--- config.mk ---
export PLATFORM = sky130hd
export DESIGN_NAME = melody_writer_flat
export DESIGN_NICKNAME = d
export VERILOG_FILES = /design/src/rtl/melody_if.sv /design/src/rtl/melody_writer.sv /design/src/flat_wrapper.sv
export SDC_FILE = /design/constraint.sdc
export NUM_CORES = 1
export LEC_CHECK = 0
export ABC_AREA = 1
export BUFFER_PORTS_ARGS = -buffer_cell sky130_fd_sc_hd__buf_2
export CAP_MARGIN = 10
export CORE_MARGIN = 2
export CORE_UTILIZATION = 53
export CTS_BUF_LIST = sky130_fd_sc_hd__clkbuf_4
export CTS_CLUSTER_DIAMETER = 40
export CTS_CLUSTER_SIZE = 30
export DETAILED_ROUTE_END_ITERATION = 8
export PLACE_DENSITY_LB_ADDON = 0.1
export SETUP_SLACK_MARGIN = 0.1
export SYNTH_ARGS = -nofsm -noshare
export SYNTH_HDL_FRONTEND = slang
export SYNTH_SLANG_ARGS = --single-unit
--- constraint.sdc ---
create_clock -name clk -period 1.8 [get_ports clk]
set_input_delay 0.18 -clock clk [delete_from_list [all_inputs] [get_ports clk]]
set_output_delay 0.18 -clock clk [all_outputs]
set_load 0.005 [all_outputs]
--- src/rtl/melody_if.sv ---
// Problem-interface bundle between the keypad/game side and melody_writer.
// Signal prefixes are from the writer's point of view: i_ into it, o_ out of it.
interface melody_if;
    logic        i_arm;
    logic        i_key_valid;
    logic [3:0]  i_key_code;
    logic        i_clear;
    logic        i_rand_fill;
    logic        i_game_end;
    logic [31:0] o_data_out;
    logic        o_write_enable;
    logic        o_game_start;
    logic [3:0]  o_echo_out;
    logic [3:0]  o_note_count;
    logic        o_busy;

    modport master (
        output i_arm, i_key_valid, i_key_code, i_clear, i_rand_fill, i_game_end,
        input  o_data_out, o_write_enable, o_game_start, o_echo_out, o_note_count, o_busy
    );

    modport slave (
        input  i_arm, i_key_valid, i_key_code, i_clear, i_rand_fill, i_game_end,
        output o_data_out, o_write_enable, o_game_start, o_echo_out, o_note_count, o_busy
    );
endinterface

--- src/rtl/melody_writer.sv ---
// Melody problem producer: records keypad notes (or a random fill when MELODY_RANDOM_EN
// is defined), packs them into a 32-bit word, strobes write then game start, awaits game end.
module melody_writer #(
    parameter int NUM_NOTES   = 8,
    parameter int START_GAP   = 16,
    parameter int ECHO_CYCLES = 2500000
) (
    input  logic    clk,
    input  logic    reset,
    melody_if.slave bus
);
    localparam int                GAP_W     = $clog2(START_GAP + 1);
    localparam int                ECHO_W    = $clog2(ECHO_CYCLES + 1);
    localparam logic [3:0]        LAST_SLOT = 4'(NUM_NOTES - 1);
    localparam logic [GAP_W-1:0]  GAP_LAST  = GAP_W'(START_GAP - 1);
    localparam logic [ECHO_W-1:0] ECHO_LOAD = ECHO_W'(ECHO_CYCLES - 1);

    typedef enum logic [2:0] {
        S_IDLE,
        S_RECORD,
        S_FILL,
        S_WRITE,
        S_GAP,
        S_START,
        S_WAIT_END
    } state_t;

    state_t              r_state;
    state_t              w_next;
    logic [31:0]         r_data;
    logic [3:0]          r_count;
    logic [GAP_W-1:0]    r_gap_cnt;
    logic [3:0]          r_echo;
    logic [ECHO_W-1:0]   r_echo_cnt;

    logic                w_key_ok;
    logic [2:0]          w_note;
    logic                w_fill_req;
    logic                w_clear_word;
    logic                w_store;
    logic [2:0]          w_store_val;
    logic                w_echo_load;
    logic                w_echo_cancel;
    logic                w_write_enable;
    logic                w_game_start;
    logic                w_busy;

    assign w_key_ok = bus.i_key_valid && (bus.i_key_code >= 4'd1) && (bus.i_key_code <= 4'd8);
    assign w_note   = 3'(bus.i_key_code - 4'd1);

`ifdef MELODY_RANDOM_EN
    logic [15:0] r_lfsr;

    // Fibonacci taps 16,14,13,11 in right-shift form; free-runs from reset.
    always_ff @(posedge clk or posedge reset) begin
        if (reset)
            r_lfsr <= 16'hACE1;
        else
            r_lfsr <= {r_lfsr[0] ^ r_lfsr[2] ^ r_lfsr[3] ^ r_lfsr[5], r_lfsr[15:1]};
    end

    assign w_fill_req = bus.i_rand_fill;
`else
    logic w_unused_rand_fill;

    assign w_unused_rand_fill = bus.i_rand_fill;
    assign w_fill_req         = 1'b0;
`endif

    // NOTE: sequential state uses non-blocking (<=) so every register samples pre-edge values.
    always_ff @(posedge clk or posedge reset) begin
        if (reset)
            r_state <= S_IDLE;
        else
            r_state <= w_next;
    end

    // NOTE: every signal gets a default before the case, so no path can infer a latch.
    always_comb begin
        w_next         = r_state;
        w_clear_word   = 1'b0;
        w_store        = 1'b0;
        w_store_val    = 3'd0;
        w_echo_load    = 1'b0;
        w_echo_cancel  = 1'b0;
        w_write_enable = 1'b0;
        w_game_start   = 1'b0;
        w_busy         = (r_state != S_IDLE);
        case (r_state)
            S_IDLE: begin
                if (w_fill_req) begin
                    w_next        = S_FILL;
                    w_clear_word  = 1'b1;
                    w_echo_cancel = 1'b1;
                end else if (bus.i_arm) begin
                    w_next       = S_RECORD;
                    w_clear_word = 1'b1;
                end
            end
            S_RECORD: begin
                // Random fill beats clear and keys; clear beats a same-cycle key.
                if (w_fill_req) begin
                    w_next        = S_FILL;
                    w_clear_word  = 1'b1;
                    w_echo_cancel = 1'b1;
                end else if (bus.i_clear) begin
                    w_clear_word  = 1'b1;
                    w_echo_cancel = 1'b1;
                end else if (w_key_ok) begin
                    w_store     = 1'b1;
                    w_store_val = w_note;
                    w_echo_load = 1'b1;
                    if (r_count == LAST_SLOT)
                        w_next = S_WRITE;
                end
            end
            S_FILL: begin
`ifdef MELODY_RANDOM_EN
                w_store     = 1'b1;
                w_store_val = r_lfsr[2:0];
                if (r_count == LAST_SLOT)
                    w_next = S_WRITE;
`else
                w_next = S_IDLE;
`endif
            end
            S_WRITE: begin
                w_write_enable = 1'b1;
                w_next         = S_GAP;
            end
            S_GAP: begin
                if (r_gap_cnt == GAP_LAST)
                    w_next = S_START;
            end
            S_START: begin
                w_game_start = 1'b1;
                w_next       = S_WAIT_END;
            end
            S_WAIT_END: begin
                if (bus.i_game_end)
                    w_next = S_IDLE;
            end
            default: w_next = S_IDLE;
        endcase
    end

    always_ff @(posedge clk or posedge reset) begin
        if (reset) begin
            r_data  <= 32'd0;
            r_count <= 4'd0;
        end else if (w_clear_word) begin
            r_data  <= 32'd0;
            r_count <= 4'd0;
        end else if (w_store) begin
            r_data[{r_count[2:0], 2'b00} +: 4] <= {1'b0, w_store_val};
            r_count                            <= r_count + 4'd1;
        end
    end

    // Runs only while in GAP so an aborted or finished count always restarts from zero.
    always_ff @(posedge clk or posedge reset) begin
        if (reset)
            r_gap_cnt <= '0;
        else if (r_state == S_GAP)
            r_gap_cnt <= r_gap_cnt + GAP_W'(1);
        else
            r_gap_cnt <= '0;
    end

    // Echo keeps counting down after recording ends; a new key restarts it.
    always_ff @(posedge clk or posedge reset) begin
        if (reset) begin
            r_echo     <= 4'd0;
            r_echo_cnt <= '0;
        end else if (w_echo_cancel) begin
            r_echo     <= 4'd0;
            r_echo_cnt <= '0;
        end else if (w_echo_load) begin
            r_echo     <= bus.i_key_code;
            r_echo_cnt <= ECHO_LOAD;
        end else if (r_echo_cnt != '0) begin
            r_echo_cnt <= r_echo_cnt - ECHO_W'(1);
        end else begin
            r_echo     <= 4'd0;
        end
    end

    assign bus.o_data_out     = r_data;
    assign bus.o_note_count   = r_count;
    assign bus.o_echo_out     = r_echo;
    assign bus.o_write_enable = w_write_enable;
    assign bus.o_game_start   = w_game_start;
    assign bus.o_busy         = w_busy;
endmodule

--- src/flat_wrapper.sv ---
// flat-port wrapper written by rule: the top's interface ports become plain ports
module melody_writer_flat 
#(
    parameter int NUM_NOTES   = 8,
    parameter int START_GAP   = 16,
    parameter int ECHO_CYCLES = 2500000
)
  (clk, reset, bus_i_arm, bus_i_key_valid, bus_i_key_code, bus_i_clear, bus_i_rand_fill, bus_i_game_end, bus_o_data_out, bus_o_write_enable, bus_o_game_start, bus_o_echo_out, bus_o_note_count, bus_o_busy);
  melody_if bus_i ();
  input  logic clk;
  input  logic reset;
  input wire logic [$bits(bus_i.i_arm)-1:0] bus_i_arm;
  input wire logic [$bits(bus_i.i_key_valid)-1:0] bus_i_key_valid;
  input wire logic [$bits(bus_i.i_key_code)-1:0] bus_i_key_code;
  input wire logic [$bits(bus_i.i_clear)-1:0] bus_i_clear;
  input wire logic [$bits(bus_i.i_rand_fill)-1:0] bus_i_rand_fill;
  input wire logic [$bits(bus_i.i_game_end)-1:0] bus_i_game_end;
  output wire logic [$bits(bus_i.o_data_out)-1:0] bus_o_data_out;
  output wire logic [$bits(bus_i.o_write_enable)-1:0] bus_o_write_enable;
  output wire logic [$bits(bus_i.o_game_start)-1:0] bus_o_game_start;
  output wire logic [$bits(bus_i.o_echo_out)-1:0] bus_o_echo_out;
  output wire logic [$bits(bus_i.o_note_count)-1:0] bus_o_note_count;
  output wire logic [$bits(bus_i.o_busy)-1:0] bus_o_busy;
  assign bus_i.i_arm = bus_i_arm;
  assign bus_i.i_key_valid = bus_i_key_valid;
  assign bus_i.i_key_code = bus_i_key_code;
  assign bus_i.i_clear = bus_i_clear;
  assign bus_i.i_rand_fill = bus_i_rand_fill;
  assign bus_i.i_game_end = bus_i_game_end;
  assign bus_o_data_out = bus_i.o_data_out;
  assign bus_o_write_enable = bus_i.o_write_enable;
  assign bus_o_game_start = bus_i.o_game_start;
  assign bus_o_echo_out = bus_i.o_echo_out;
  assign bus_o_note_count = bus_i.o_note_count;
  assign bus_o_busy = bus_i.o_busy;
  melody_writer #(.NUM_NOTES(NUM_NOTES), .START_GAP(START_GAP), .ECHO_CYCLES(ECHO_CYCLES)) u_core (.clk(clk), .reset(reset), .bus(bus_i));
endmodule
==> run metrics <==
Yosys warning count 0; Vias/cell 5.248; clock slew at reported path FFs 0.11 ns; Die ar. 0.007358 mm²; dpl hpwl 5916 µm; Syn Area/Cell 8.020 µm²; Die H 85.78 µm; M1 GR Usage 30.97%; largest net degree at the start of global routing 63; FF-to-FF setup slack 0.19 ns; Initial Util 55.19%; clk sinks 62; worst r2r src u_core.bus.o_note_count[0]; Final Hold Viols 0; post-synth top area share 43.77%; antenna violations before repair 0; reg-to-reg endpoint u_core.bus.o_data_out[8]; hold crit path type in2reg; power per cell area 1454 mW/mm²; clock latency on the worst-skew pair 0.41 ns; Total Nets Final 535; crit-path max FO 4; post-synthesis sequential area ratio 43.77%; Clock Tree Buf Depth 2; cell depth of the worst flop-to-flop path 10; ys async rst share 100.0%; Total Wirelength 8209 µm; CP Launch Type flip-flop; n_diodes 0; IO buf count 44; Post-synth top cells 91 x nand2_1, 78 x nor2_1, 62 x dfrtp_1; first-pass GRT wire length 13,880 µm; Hold Path Sink u_core.bus.o_echo_out[3]; synth unique cells 41; Clock Skews 0.009695 ns; total grt overflow 0; # IOs 54; area leader, netlist dfrtp_1; routability cong. 0.8879; Residual DRC 2; DR vias 3,133; DRT iter0 DRCs 172; Final Power 6.104 mW; Worst Path Required 2.15 ns; Post-synth EDFFs 0; setup violators final 0; CP arrival 1.96 ns; 1st-pass router iterations 6; wire per inst 13.75 µm; WS Path Type reg2reg; Max Freq 620.9 MHz; proportion of layout cells with a drive suffix above 1 27.31%; setup TNS 0 ns; row cnt 29; critical-path cell list inv_2, ha_2, ha_4, nor2_4, inv_2, nor2_4, inv_2, nor3_4, nand2_1, nand2_1; Fill cells 575; endpoint type of the worst setup path flip-flop; Mapped Area 0.003545 mm²; vias in the first global route 3,010; Core Box Area 0.006422 mm²; period utilization 89.48%; H-tree lvl count 3; Period minus WS final 1.611 ns; leakage power 2.289 nW; total CTS buffers 9; Crit path top cell by count inv_2; root buf cell clkbuf_4; failing checks DRC; gr usage total 24.16%; Routed Antenna Nets 0; crit-path max cell delay 0.38 ns; Maximum Capacitance Violations 0; count leader, synth nand2_1; CTS tree done; GR peak layer met2; Synth area leaders dfrtp_1 44%, nand2_1 9.6%, nor2_1 8.3%; Final Max Slew Viols 0; Main synth FF type dfrtp_1; Layout area overhead 18.43%; outcome complete, but fails checks; Worst Hold Depth 3; VDD IR max 1.065 mV; Cells after Synth 442; Worst path slowest cell dfrtp_1; Global Route met2 Usage 39.63%; Die W 85.78 µm; met3 Use GR 5.486%; HP Start bus_i_key_code[3]; FF+latch count, synth 62; RSZ-0062 raised after global routing true
[per-stage QoR]
step / hold WS (ns) / std cells / instance area, µm² / util (%) / setup slack (ns)
finish: 0.02975 / 597 / 4198 / 65.36 / 0.1893
global route: 0.01685 / 597 / 4198 / 65.36 / 0.07016
CTS: 0.01365 / 593 / 4071 / 63.39 / 0.1279
detailed placement: 0.2949 / 577 / 3959 / 61.64 / 0.02341
global placement: 0.2939 / 577 / 3959 / 61.64 / 0.08759
floorplan: 0.2968 / 449 / 3608 / - / 0.1078
[per-layer routing]
| layer | wire length (µm) | vias to the layer above | part of all wire (%) |
|---|---|---|---|
| met5 | 0 | - | 0 |
| met4 | 197 | 0 | 2.4 |
| met3 | 347 | 19 | 4.2 |
| met2 | 4040 | 65 | 49 |
| met1 | 3623 | 1472 | 44 |
| li1 | - | 1577 | - |
[timing repair]
action / in CTS / in global routing
buffers inserted: 0 / 4
hold buffers: 1 / 0
gates resized for setup: 0 / 26
setup endpoints to repair: 0 / 43
endpoints found under the hold margin: 62 / 0
[cell usage in the layout, fill, tap and decap left out, types with 5 or more instances in the layout]
cell,synthesis,layout
a21oi_1,6,6
buf_2,2,44
buf_4,9,24
clkbuf_4,0,10
conb_1,1,8
dfrtp_1,62,62
ha_1,8,5
inv_1,37,32
inv_2,6,8
nand2_1,91,87
nand2_2,2,5
nand3_1,56,54
nand4_1,17,17
nor2_1,78,73
nor2_2,8,9
nor2_4,1,5
o21ai_0,9,9
[registers in the layout, indices dropped and copies added (netlist names)]
signal and flops:
u_core.bus.o_data_out 24, u_core.bus.o_echo_out 4, u_core.bus.o_note_count 4, u_core.r_echo_cnt 22
u_core.r_gap_cnt 5, u_core.r_state 3
[cell families after synthesis]
| kind of cell | Yosys count | share of synthesized area (%) |
|---|---|---|
| AOI/OAI and AO/OA | 32 | 6.177 |
| xor gates and xnor gates | 6 | 1.483 |
| adders and majority gates | 8 | 2.824 |
| buffers and inverters | 59 | 8.860 |
| DFF | 62 | 43.77 |
| other | 1 | 0.1058 |
| and+or+nand+nor | 274 | 36.78 |
[power by group]
| group | internal [mW] | switching [mW] |
|---|---|---|
| clock | 0.282 | 0.514 |
| combinational | 1.22 | 2.04 |
| sequential | 1.74 | 0.313 |
| total | 3.24 | 2.86 |
[worst max-delay path by stage]
stage / from / endpoint / slack (ns) / cells past startpoint
final: u_core.bus.o_note_count[0] / u_core.bus.o_data_out[8] / 0.19 / 10
after global routing: u_core.bus.o_note_count[1] / u_core.bus.o_data_out[9] / 0.07 / 11
after CTS: u_core.bus.o_note_count[0] / u_core.bus.o_data_out[17] / 0.13 / 9
after detailed placement: bus_i_key_code[1] / u_core.r_echo_cnt[9] / 0.02 / 10
after global placement: bus_i_key_code[1] / u_core.r_echo_cnt[15] / 0.09 / 10
after floorplan: u_core.bus.o_note_count[0] / u_core.bus.o_data_out[28] / 0.11 / 7
[worst max-delay path: cells and delay by family (launching register included)]
kind                     cells  cell delay [ns]
buffers and inverters        3             0.20
flip-flops                   1             0.38
AND/OR/NAND/NOR              5             0.61
adder cells (fa/ha/maj)      2             0.37
[area by class of cell]
type	count	area, µm²	share of cell area (%)
clock buffer	10	75.07	1.788
multi-input combinational	328	1827	43.52
tap	77	96.34	2.295
sequential	62	1551	36.96
timing repair buffer	71	441.7	10.52
clock inverter	5	27.53	0.6557
inverter	44	178.9	4.262
Note: power is estimated with default switching activity, not from simulation.
